$ cat src/rtl/sha_block_feeder_if.sv
// 32-bit SHA word stream: feeder drives block/valid/first, the hash core answers with accept.
interface sha_block_feeder_if;
  logic [31:0] block;
  logic        valid;
  logic        first;
  logic        accept;

  modport master (output block, output valid, output first, input accept);
  modport slave  (input block, input valid, input first, output accept);
endinterface

$ cat src/rtl/sha_block_feeder.sv
// Serialises a latched 512-bit block as 16 words, substituting a running nonce, repeated per count.
// Optional macro SHA_FEEDER_BYTESWAP_EN byte-reverses every word driven on the stream.
module sha_block_feeder #(
  parameter int unsigned WORDS     = 16,
  parameter int unsigned NONCE_IDX = 3
) (
  input  logic                  clk,
  input  logic                  rst,
  input  logic                  load,
  input  logic [32*WORDS-1:0]   block_in,
  input  logic [31:0]           nonce_start,
  input  logic [31:0]           nonce_count,
  sha_block_feeder_if.master    bus,
  output logic [31:0]           nonce_cur,
  output logic                  busy,
  output logic                  done
);

  localparam int unsigned DW = 32;
  localparam int unsigned BW = DW * WORDS;
  localparam int unsigned IW = (WORDS > 1) ? $clog2(WORDS) : 1;

  typedef enum logic [1:0] {IDLE, SEND, DONE} state_t;

  state_t        state, state_nx;
  logic [IW-1:0] idx, idx_nx;
  logic [31:0]   left_q, left_nx;
  logic [31:0]   nonce_nx;
  logic [BW-1:0] blk_q;
  logic [BW-1:0] src;
  logic          load_en;
  logic          xfer;
  logic [31:0]   raw;
  logic [31:0]   block_q, block_nx;
  logic          valid_q, valid_nx;
  logic          first_q, first_nx;
  logic          busy_nx, done_nx;

  function automatic logic [31:0] drive_word(input logic [31:0] w);
`ifdef SHA_FEEDER_BYTESWAP_EN
    return {w[7:0], w[15:8], w[23:16], w[31:24]};
`else
    return w;
`endif
  endfunction

  assign xfer      = valid_q & bus.accept;
  assign bus.block = block_q;
  assign bus.valid = valid_q;
  assign bus.first = first_q;

  // State register
  always_ff @(posedge clk or negedge rst) begin
    if (!rst) state <= IDLE;
    else      state <= state_nx;
  end

  // Next state and next datapath values
  always_comb begin
    state_nx = state;
    idx_nx   = idx;
    left_nx  = left_q;
    nonce_nx = nonce_cur;
    load_en  = 1'b0;
    case (state)
      IDLE: begin
        if (load) begin
          load_en  = 1'b1;
          idx_nx   = '0;
          nonce_nx = nonce_start;
          left_nx  = nonce_count;
          state_nx = (nonce_count != 32'd0) ? SEND : DONE;
        end
      end
      SEND: begin
        if (xfer) begin
          if (idx == IW'(WORDS - 1)) begin
            if (left_q == 32'd1) begin
              state_nx = DONE;
            end else begin
              left_nx  = left_q - 32'd1;
              nonce_nx = nonce_cur + 32'd1;
              idx_nx   = '0;
            end
          end else begin
            idx_nx = idx + IW'(1);
          end
        end
      end
      DONE:    state_nx = IDLE;
      default: state_nx = IDLE;
    endcase
  end

  // Output decode for the coming cycle, registered below
  always_comb begin
    src = load_en ? block_in : blk_q;
    raw = '0;
    for (int unsigned k = 0; k < WORDS; k++) begin
      if (idx_nx == IW'(k)) raw = src[DW*(WORDS-k)-1 -: DW];
    end
    if (idx_nx == IW'(NONCE_IDX)) raw = nonce_nx;
    valid_nx = (state_nx == SEND);
    first_nx = valid_nx && (idx_nx == '0);
    block_nx = valid_nx ? drive_word(raw) : 32'd0;
    busy_nx  = (state_nx != IDLE);
    done_nx  = (state_nx == DONE);
  end

  // Datapath and output registers
  always_ff @(posedge clk or negedge rst) begin
    if (!rst) begin
      idx       <= '0;
      left_q    <= '0;
      nonce_cur <= '0;
      blk_q     <= '0;
      block_q   <= '0;
      valid_q   <= 1'b0;
      first_q   <= 1'b0;
      busy      <= 1'b0;
      done      <= 1'b0;
    end else begin
      idx       <= idx_nx;
      left_q    <= left_nx;
      nonce_cur <= nonce_nx;
      if (load_en) blk_q <= block_in;
      block_q   <= block_nx;
      valid_q   <= valid_nx;
      first_q   <= first_nx;
      busy      <= busy_nx;
      done      <= done_nx;
    end
  end

endmodule

$ cat src/flat_wrapper.sv
// flat-port wrapper written by rule: the top's interface ports become plain ports
module sha_block_feeder_flat 
#(
  parameter int unsigned WORDS     = 16,
  parameter int unsigned NONCE_IDX = 3
)
  (clk, rst, load, block_in, nonce_start, nonce_count, nonce_cur, busy, done, bus_block, bus_valid, bus_first, bus_accept);
  sha_block_feeder_if bus_i ();
  input  logic clk;
  input  logic rst;
  input  logic load;
  input  logic [32*WORDS-1:0] block_in;
  input  logic [31:0] nonce_start;
  input  logic [31:0] nonce_count;
  output logic [31:0] nonce_cur;
  output logic busy;
  output logic done;
  output wire logic [$bits(bus_i.block)-1:0] bus_block;
  output wire logic [$bits(bus_i.valid)-1:0] bus_valid;
  output wire logic [$bits(bus_i.first)-1:0] bus_first;
  input wire logic [$bits(bus_i.accept)-1:0] bus_accept;
  assign bus_block = bus_i.block;
  assign bus_valid = bus_i.valid;
  assign bus_first = bus_i.first;
  assign bus_i.accept = bus_accept;
  sha_block_feeder #(.WORDS(WORDS), .NONCE_IDX(NONCE_IDX)) u_core (.clk(clk), .rst(rst), .load(load), .block_in(block_in), .nonce_start(nonce_start), .nonce_count(nonce_count), .bus(bus_i), .nonce_cur(nonce_cur), .busy(busy), .done(done));
endmodule
$ cat config.mk
export PLATFORM = sky130hd
export DESIGN_NAME = sha_block_feeder_flat
export DESIGN_NICKNAME = d
export VERILOG_FILES = /design/src/rtl/sha_block_feeder_if.sv /design/src/rtl/sha_block_feeder.sv /design/src/flat_wrapper.sv
export SDC_FILE = /design/constraint.sdc
export NUM_CORES = 2
export LEC_CHECK = 0
export CAP_MARGIN = 0
export CORE_ASPECT_RATIO = 1.75
export CORE_MARGIN = 10
export CORE_UTILIZATION = 46
export DETAILED_ROUTE_END_ITERATION = 8
export HOLD_SLACK_MARGIN = 0.03
export PLACE_DENSITY = 0.88
export SETUP_SLACK_MARGIN = 0.3
export SLEW_MARGIN = 25
export SYNTH_ARGS = -nofsm -noshare
export SYNTH_HDL_FRONTEND = slang
export SYNTH_SLANG_ARGS = --single-unit
export TNS_END_PERCENT = 10
$ cat constraint.sdc
create_clock -name clk -period 3.09 [get_ports clk]
set_input_delay 0.618 -clock clk [delete_from_list [all_inputs] [get_ports clk]]
set_output_delay 0.618 -clock clk [all_outputs]
set_load 0.01 [all_outputs]
---- After elaboration in Yosys (flattened, before gate mapping) ----
Index checks and enable logic that the tools add are counted.
word-level totals
  output and inout port bits .............. 68
  word-level logic and storage cells ...... 87
  input bits .............................. 580
  bits in registers ....................... 618
operators by class
  multiplexer cells ....................... 41
  add/subtract/negate cells ............... 3
  eq/ne operators ......................... 24
  reductions and logical operators ........ 7
  bitwise logic cells ..................... 1
operators by type and width
  cell                                                count
  2-to-1 mux 32 bit                                   25
  2-to-1 mux 512 bit                                  1
  case mux 32 bit (2 select lines)                    2
  == test 4 bit, second input constant                9
  adder 32 x 1 -> 32 bit, second input constant       1
  == test 32 x 1 -> 1 bit, second input constant      1
  nonzero test 32 bit                                 1
  subtractor 32 x 1 -> 32 bit, second input constant  1
  == test 4 x 3 -> 1 bit, second input constant       4
  2-to-1 mux 4 bit                                    4
  2-to-1 mux 2 bit                                    5
  == test 4 x 2 -> 1 bit, second input constant       2
  case mux 4 bit (2 select lines)                     1
  AND reduction 5 bit                                 1
  adder 4 x 1 -> 4 bit, second input constant         1
  == test 2 x 1 -> 1 bit, second input constant       2
  == test 4 x 1 -> 1 bit, second input constant       1
  zero test 4 bit                                     1
  != test 2 x 1 -> 1 bit, second input constant       2
  != test 2 bit, second input constant                2
  case mux 2 bit (2 select lines)                     1
  nonzero test 2 bit                                  2
  == test 2 bit, second input constant                1
  zero test 2 bit                                     1
  3 further kinds                                     4

---- Depth between registers and ports, before layout ----
  depth in word-level cells ............... 23
  depth in mapped cells ................... 15

---- Worst setup path before layout ----
Ideal clock, no wire load.
  path type ............................... register to register
  start ................................... reg u_core.left_q[18]
  end ..................................... reg u_core.block_q[14], in the netlist u_core.bus.block[14]
  data required time ...................... 2.971 ns
  arrival ................................. 3.244 ns
  buffers on the path ..................... 2
  setup slack ............................. -0.273 ns
  setup time .............................. 0.119 ns
  cell stages (with the launch flop) ...... 12
  cell sequence ........................... dfrtp_1 -> or4_4 -> or4_4 -> or4_4 -> o211ai_2 -> nor2_1 -> buf_2 -> buf_2 -> a22oi_1 -> nand2_1 -> o21a_1 -> o21ba_1
on the way
  cells in the longest elaborated chain, start to end .. 23
RTL lines
  element                           RTL line                 source
  start, declared                   sha_block_feeder.sv:27   logic [31:0] left_q, left_nx;
  start signal, assigned            sha_block_feeder.sv:124  left_q <= left_nx;
  == test 32 x 1 -> 1 bit *         sha_block_feeder.sv:78   if (left_q == 32'd1) begin
  2-to-1 mux 4 bit                  sha_block_feeder.sv:78
  2-to-1 mux 4 bit                  sha_block_feeder.sv:77   if (idx == IW'(WORDS - 1)) begin
  2-to-1 mux 4 bit                  sha_block_feeder.sv:76   if (xfer) begin
  case mux 4 bit (2 select lines)   sha_block_feeder.sv:65   case (state)
  zero test 4 bit                   sha_block_feeder.sv:100  if (idx_nx == IW'(k)) raw = src[DW*(WORDS-k)-1 -: DW];
  2-to-1 mux 32 bit (15 in series)  sha_block_feeder.sv:100
  2-to-1 mux 32 bit                 sha_block_feeder.sv:102  if (idx_nx == IW'(NONCE_IDX)) raw = nonce_nx;
  2-to-1 mux 32 bit *               sha_block_feeder.sv:105  block_nx = valid_nx ? drive_word(raw) : 32'd0;
  via u_core.block_nx[14]           sha_block_feeder.sv:34   logic [31:0] block_q, block_nx;
  end signal, assigned              sha_block_feeder.sv:127  block_q <= block_nx;
  end, declared                     sha_block_feeder.sv:34
Mark *: on every way through the listed nets, which the timed path passes. The rest lies on a longest branch.
A chain may end at the register's enable or synchronous reset.

---- Worst setup path after layout ----
  start ................................... reg u_core.left_q[18]
  end ..................................... reg u_core.block_q[19], in the netlist u_core.bus.block[19]
The elaborated chain is that of the path after synthesis.

==> reports/results.txt <==
The flow ran to the end, but the final reports show violations. The checks that failed: DRC, setup timing. Wires add up to 147 mm.

The number of global-route vias before repair was 31500. The logs give 0.527 for the sequential area share after synthesis and 53 for the TritonCTS buffer count. The H-tree generated during clock tree synthesis spans 2 levels. The floorplan die width was 206 um; the number of nets in the synthesized netlist was 3932. After synthesis, the cell types taking the most area are sky130_fd_sc_hd__dfrtp_1, sky130_fd_sc_hd__nand2_1, sky130_fd_sc_hd__a21oi_1. The critical path start-end classification was reg2reg. For this run, the post-layout net count is 4980. The logs give -14.09 ns for the final setup TNS and 0 for the max-slew violation count.

The maximum resistive drop on vdd is 0.000576 V, and the final worst slack is -0.562 ns. The post-layout minimum cycle time was 3.65 ns. No sink is reached through more buffers than the 3 on the longest clock path. Endpoint type of the worst setup path: a flip-flop. Routability-driven placement finished with a final weighted congestion of 1.05.

In this run the static leakage power is 0.0202 uW. The number of cells on the worst reg-to-reg path is 15. For the worst setup path, the data required time is 3.60 ns. The tools report the iteration count of the initial detailed-routing pass as 8. In the routed layout, each cell is associated on average with a via count of 5.95.

Averaged over all synthesized cells, the footprint is 8.32 um^2. The top cell type's share of synthesized area was 0.527. The highest clock frequency the design can meet was 274 MHz; the I/O pin count was 648.

The count of filler cells inserted in the layout came out at 4568. Global routing usage summed across all routing layers: 0.403. Type of the worst min-delay path: in2async.

Setup repair after global routing could not meet its margin everywhere. The floorplan step defined a core boundary enclosing 0.0602 mm^2. Summing every instance area after synthesis gives 0.0279 mm^2.

Counting every sink on the clock net gives 586. After clock tree synthesis, the clock-pin slew on the worst setup and hold paths is 0.07 ns. Dividing the detail-routed wire length by the instance count gives 28.0 um.

Fraction of registers with async set/reset: 1.00. CTS placed an instance of sky130_fd_sc_hd__clkbuf_16 at the clock tree root. The core utilization of the finished layout was 0.705; the maximum number of pins on one net before global-route repair was 81.

The first global-routing pass estimated 210 mm of wire. The final worst clock skew was 0.0319 ns; the number of routed nets with antenna violations was 0. The tools report the relative max-transition margin as 0.432. For the number of distinct library cells after synthesis, the log shows 93. During synthesis, Yosys emitted a total of 0 warnings. The total overflow left after global routing is 0. The number of endpoints with negative hold slack in the final report was 0.

The run gives 2 as the number of remaining DRC errors. The minimum setup slack after placement is -1.25 ns, and the total number of vias is 31200. Once detailed placement completed, the half-perimeter wirelength came to 114 mm. The fraction of final layout cells sized beyond drive strength 1 came out at 0.195.

Max-cap violations in this run came to 0. In this run, synthesis inferred 0 flip-flops with an integrated enable. The smallest hold slack was 0.0331 ns. At the worst endpoint, the arrival time is 4.17 ns. The initial antenna violation count came out at 29.

The largest area contributor in the synthesized netlist is sky130_fd_sc_hd__dfrtp_1. The gate count after technology mapping is 3348. The floorplan has 119 rows.

At the pin with the least slew margin, the transition time is 0.851 ns. The count of non-filler cells in the finished layout is 5240, and the fraction of the cycle the final worst path needs is 1.18. In this run the vertical extent of the chip is 346 um. The tools report the initial core utilization as 0.463. In this run the tool buffered the top-level ports with 615 buffer cells.

Relative to the synthesized area, the layout overhead comes to 52.3%. The cell area power density was 843 mW/mm^2. The overall die area is 0.0712 mm^2. The worst setup path is launched from a flip-flop. TritonCTS built the clock tree.

Buffers inserted to repair hold after CTS numbered 0. Along the worst path, the maximum fanout reaches 11. Total instance count after detailed placement: 5062. The logs give 3530 for the number of DRC markers in iteration 0 and 32 for the setup-violating endpoint count in the final report.

Register bit count reported by yosys: 586. The worst-skew pair later-pin latency was 0.65 ns. Leading register cell type out of synthesis: sky130_fd_sc_hd__dfrtp_1.
-- per-stage QoR --
stage | cell area, um^2 | total power, uW
5_1_grt | 42400 | 36800
3_3_place_gp | 38900 | 25900
4_1_cts | 42000 | 34700
2_1_floorplan | 28200 | 17700
6_report | 42400 | 35800
3_5_place_dp | 38900 | 26200
-- cell type report --
class	instances	area [um^2]	area share
timing repair buffer	1199	11400	0.268
clock inverter	30	424	0.0100
multi-input combinational	2514	13300	0.313
clock buffer	68	1480	0.0350
antenna	15	37.5	0.000885
tap	786	983	0.0232
sequential	586	14700	0.346
inverter	42	165	0.00389
-- per-layer routing --
metal,up-vias,GRT usage,part of all wire
met1,14900,0.447,0.33
met5,-,0,0.00096
met3,615,0.103,0.10
li1,13500,-,-
met4,20,0.331,0.099
met2,2202,0.637,0.46
-- worst paths after layout --
path	startpoint	endpoint	slack (ns)
setup / recovery	u_core.left_q[18]	u_core.bus.block[19]	-0.56
max in group asynchronous	rst	u_core.blk_q[352]	2.17
hold / removal	rst	u_core.blk_q[467]	0.03
min in group clk	u_core.blk_q[416]	u_core.blk_q[416]	0.47
hold reg to reg	u_core.blk_q[416]	u_core.blk_q[416]	0.47
setup reg to reg	u_core.left_q[18]	u_core.bus.block[19]	-0.56
-- placed cells by master, fill, tap and decap left out, types with 39 or more instances in the layout --
| cell type | count |
|---|---|
| sky130_fd_sc_hd__a21oi_1 | 110 |
| sky130_fd_sc_hd__nand3_1 | 46 |
| sky130_fd_sc_hd__clkbuf_16 | 54 |
| sky130_fd_sc_hd__buf_6 | 49 |
| sky130_fd_sc_hd__a22oi_1 | 51 |
| sky130_fd_sc_hd__nor2_1 | 106 |
| sky130_fd_sc_hd__buf_4 | 482 |
| sky130_fd_sc_hd__dfrtp_1 | 585 |
| sky130_fd_sc_hd__clkdlybuf4s50_1 | 614 |
| sky130_fd_sc_hd__nor3_1 | 39 |
| sky130_fd_sc_hd__o21ai_0 | 94 |
| sky130_fd_sc_hd__nand2_1 | 1505 |
| sky130_fd_sc_hd__o22ai_1 | 43 |
| sky130_fd_sc_hd__buf_12 | 49 |
-- kinds of logic (layout without fill, tap and decap cells) --
kind of cell / after synthesis / after routing / synth area share
AOI/OAI and AO/OA: 598 / 598 / 0.146
adders and majority gates: 4 / 4 / 0.00180
buffers and inverters: 248 / 1339 / 0.0360
DFF: 586 / 586 / 0.527
muxes: 32 / 32 / 0.0115
other: 0 / 15 / 0
and+or+nand+nor: 1880 / 1880 / 0.278
-- worst max-delay path, cell delays in order, from the launching register on --
cell                       delay (ns)
sky130_fd_sc_hd__dfrtp_1         0.39
sky130_fd_sc_hd__or4_4           0.58
sky130_fd_sc_hd__nor4_4          0.28
sky130_fd_sc_hd__buf_4           0.17
sky130_fd_sc_hd__nand4_1         0.17
sky130_fd_sc_hd__buf_4           0.21
sky130_fd_sc_hd__buf_4           0.14
sky130_fd_sc_hd__o211ai_4        0.08
sky130_fd_sc_hd__buf_12          0.15
sky130_fd_sc_hd__nor2_4          0.05
sky130_fd_sc_hd__buf_12          0.12
sky130_fd_sc_hd__buf_4           0.18
sky130_fd_sc_hd__a22oi_1         0.19
sky130_fd_sc_hd__a21boi_1        0.33
sky130_fd_sc_hd__a41oi_1         0.18
sky130_fd_sc_hd__o221a_4         0.30
-- state kept, by name, summed over array words and instances (netlist names) --
signal	flops
u_core.bus.block	32
u_core.blk_q	480
u_core.state	2
u_core.busy	1
u_core.done	1
u_core.bus.valid	1
u_core.nonce_cur	32
u_core.left_q	32
u_core.idx	4
u_core.bus.first	1
-- where the power goes --
part	internal [uW]	switching, uW
sequential	10300	1160
combinational	7120	9840
clock	4170	3160
-- cell usage after synthesis, drive strengths merged, types with 8 or more instances --
| cell | n |
|---|---|
| mux2i | 31 |
| o221ai | 9 |
| and4 | 10 |
| nor4 | 30 |
| o211ai | 21 |
| nor3 | 54 |
| o22ai | 48 |
| nor2 | 118 |
| o22a | 14 |
| nand3 | 55 |
| o31ai | 12 |
| or3 | 18 |
| a21boi | 9 |
| nand2 | 1511 |
| a21o | 16 |
| a22oi | 69 |
| o21ai | 108 |
| nand4 | 26 |
| a211oi | 14 |
| and3 | 15 |
| or4 | 10 |
| a22o | 8 |
| a221oi | 13 |
| a31oi | 29 |
| a21oi | 126 |
| dfrtp | 586 |
| inv | 39 |
| o32ai | 9 |
| and2 | 10 |
| buf | 91 |
| clkbuf | 115 |
-- what timing repair did --
item | 4_1_cts | 5_1_grt
cloned | 1 | 0
gates resized for setup | 157 | 73
buffers inserted | 56 | 8
setup endpoints to repair | 85 | 89
pin swaps | 71 | 32
(Power assumes the default switching activity.)
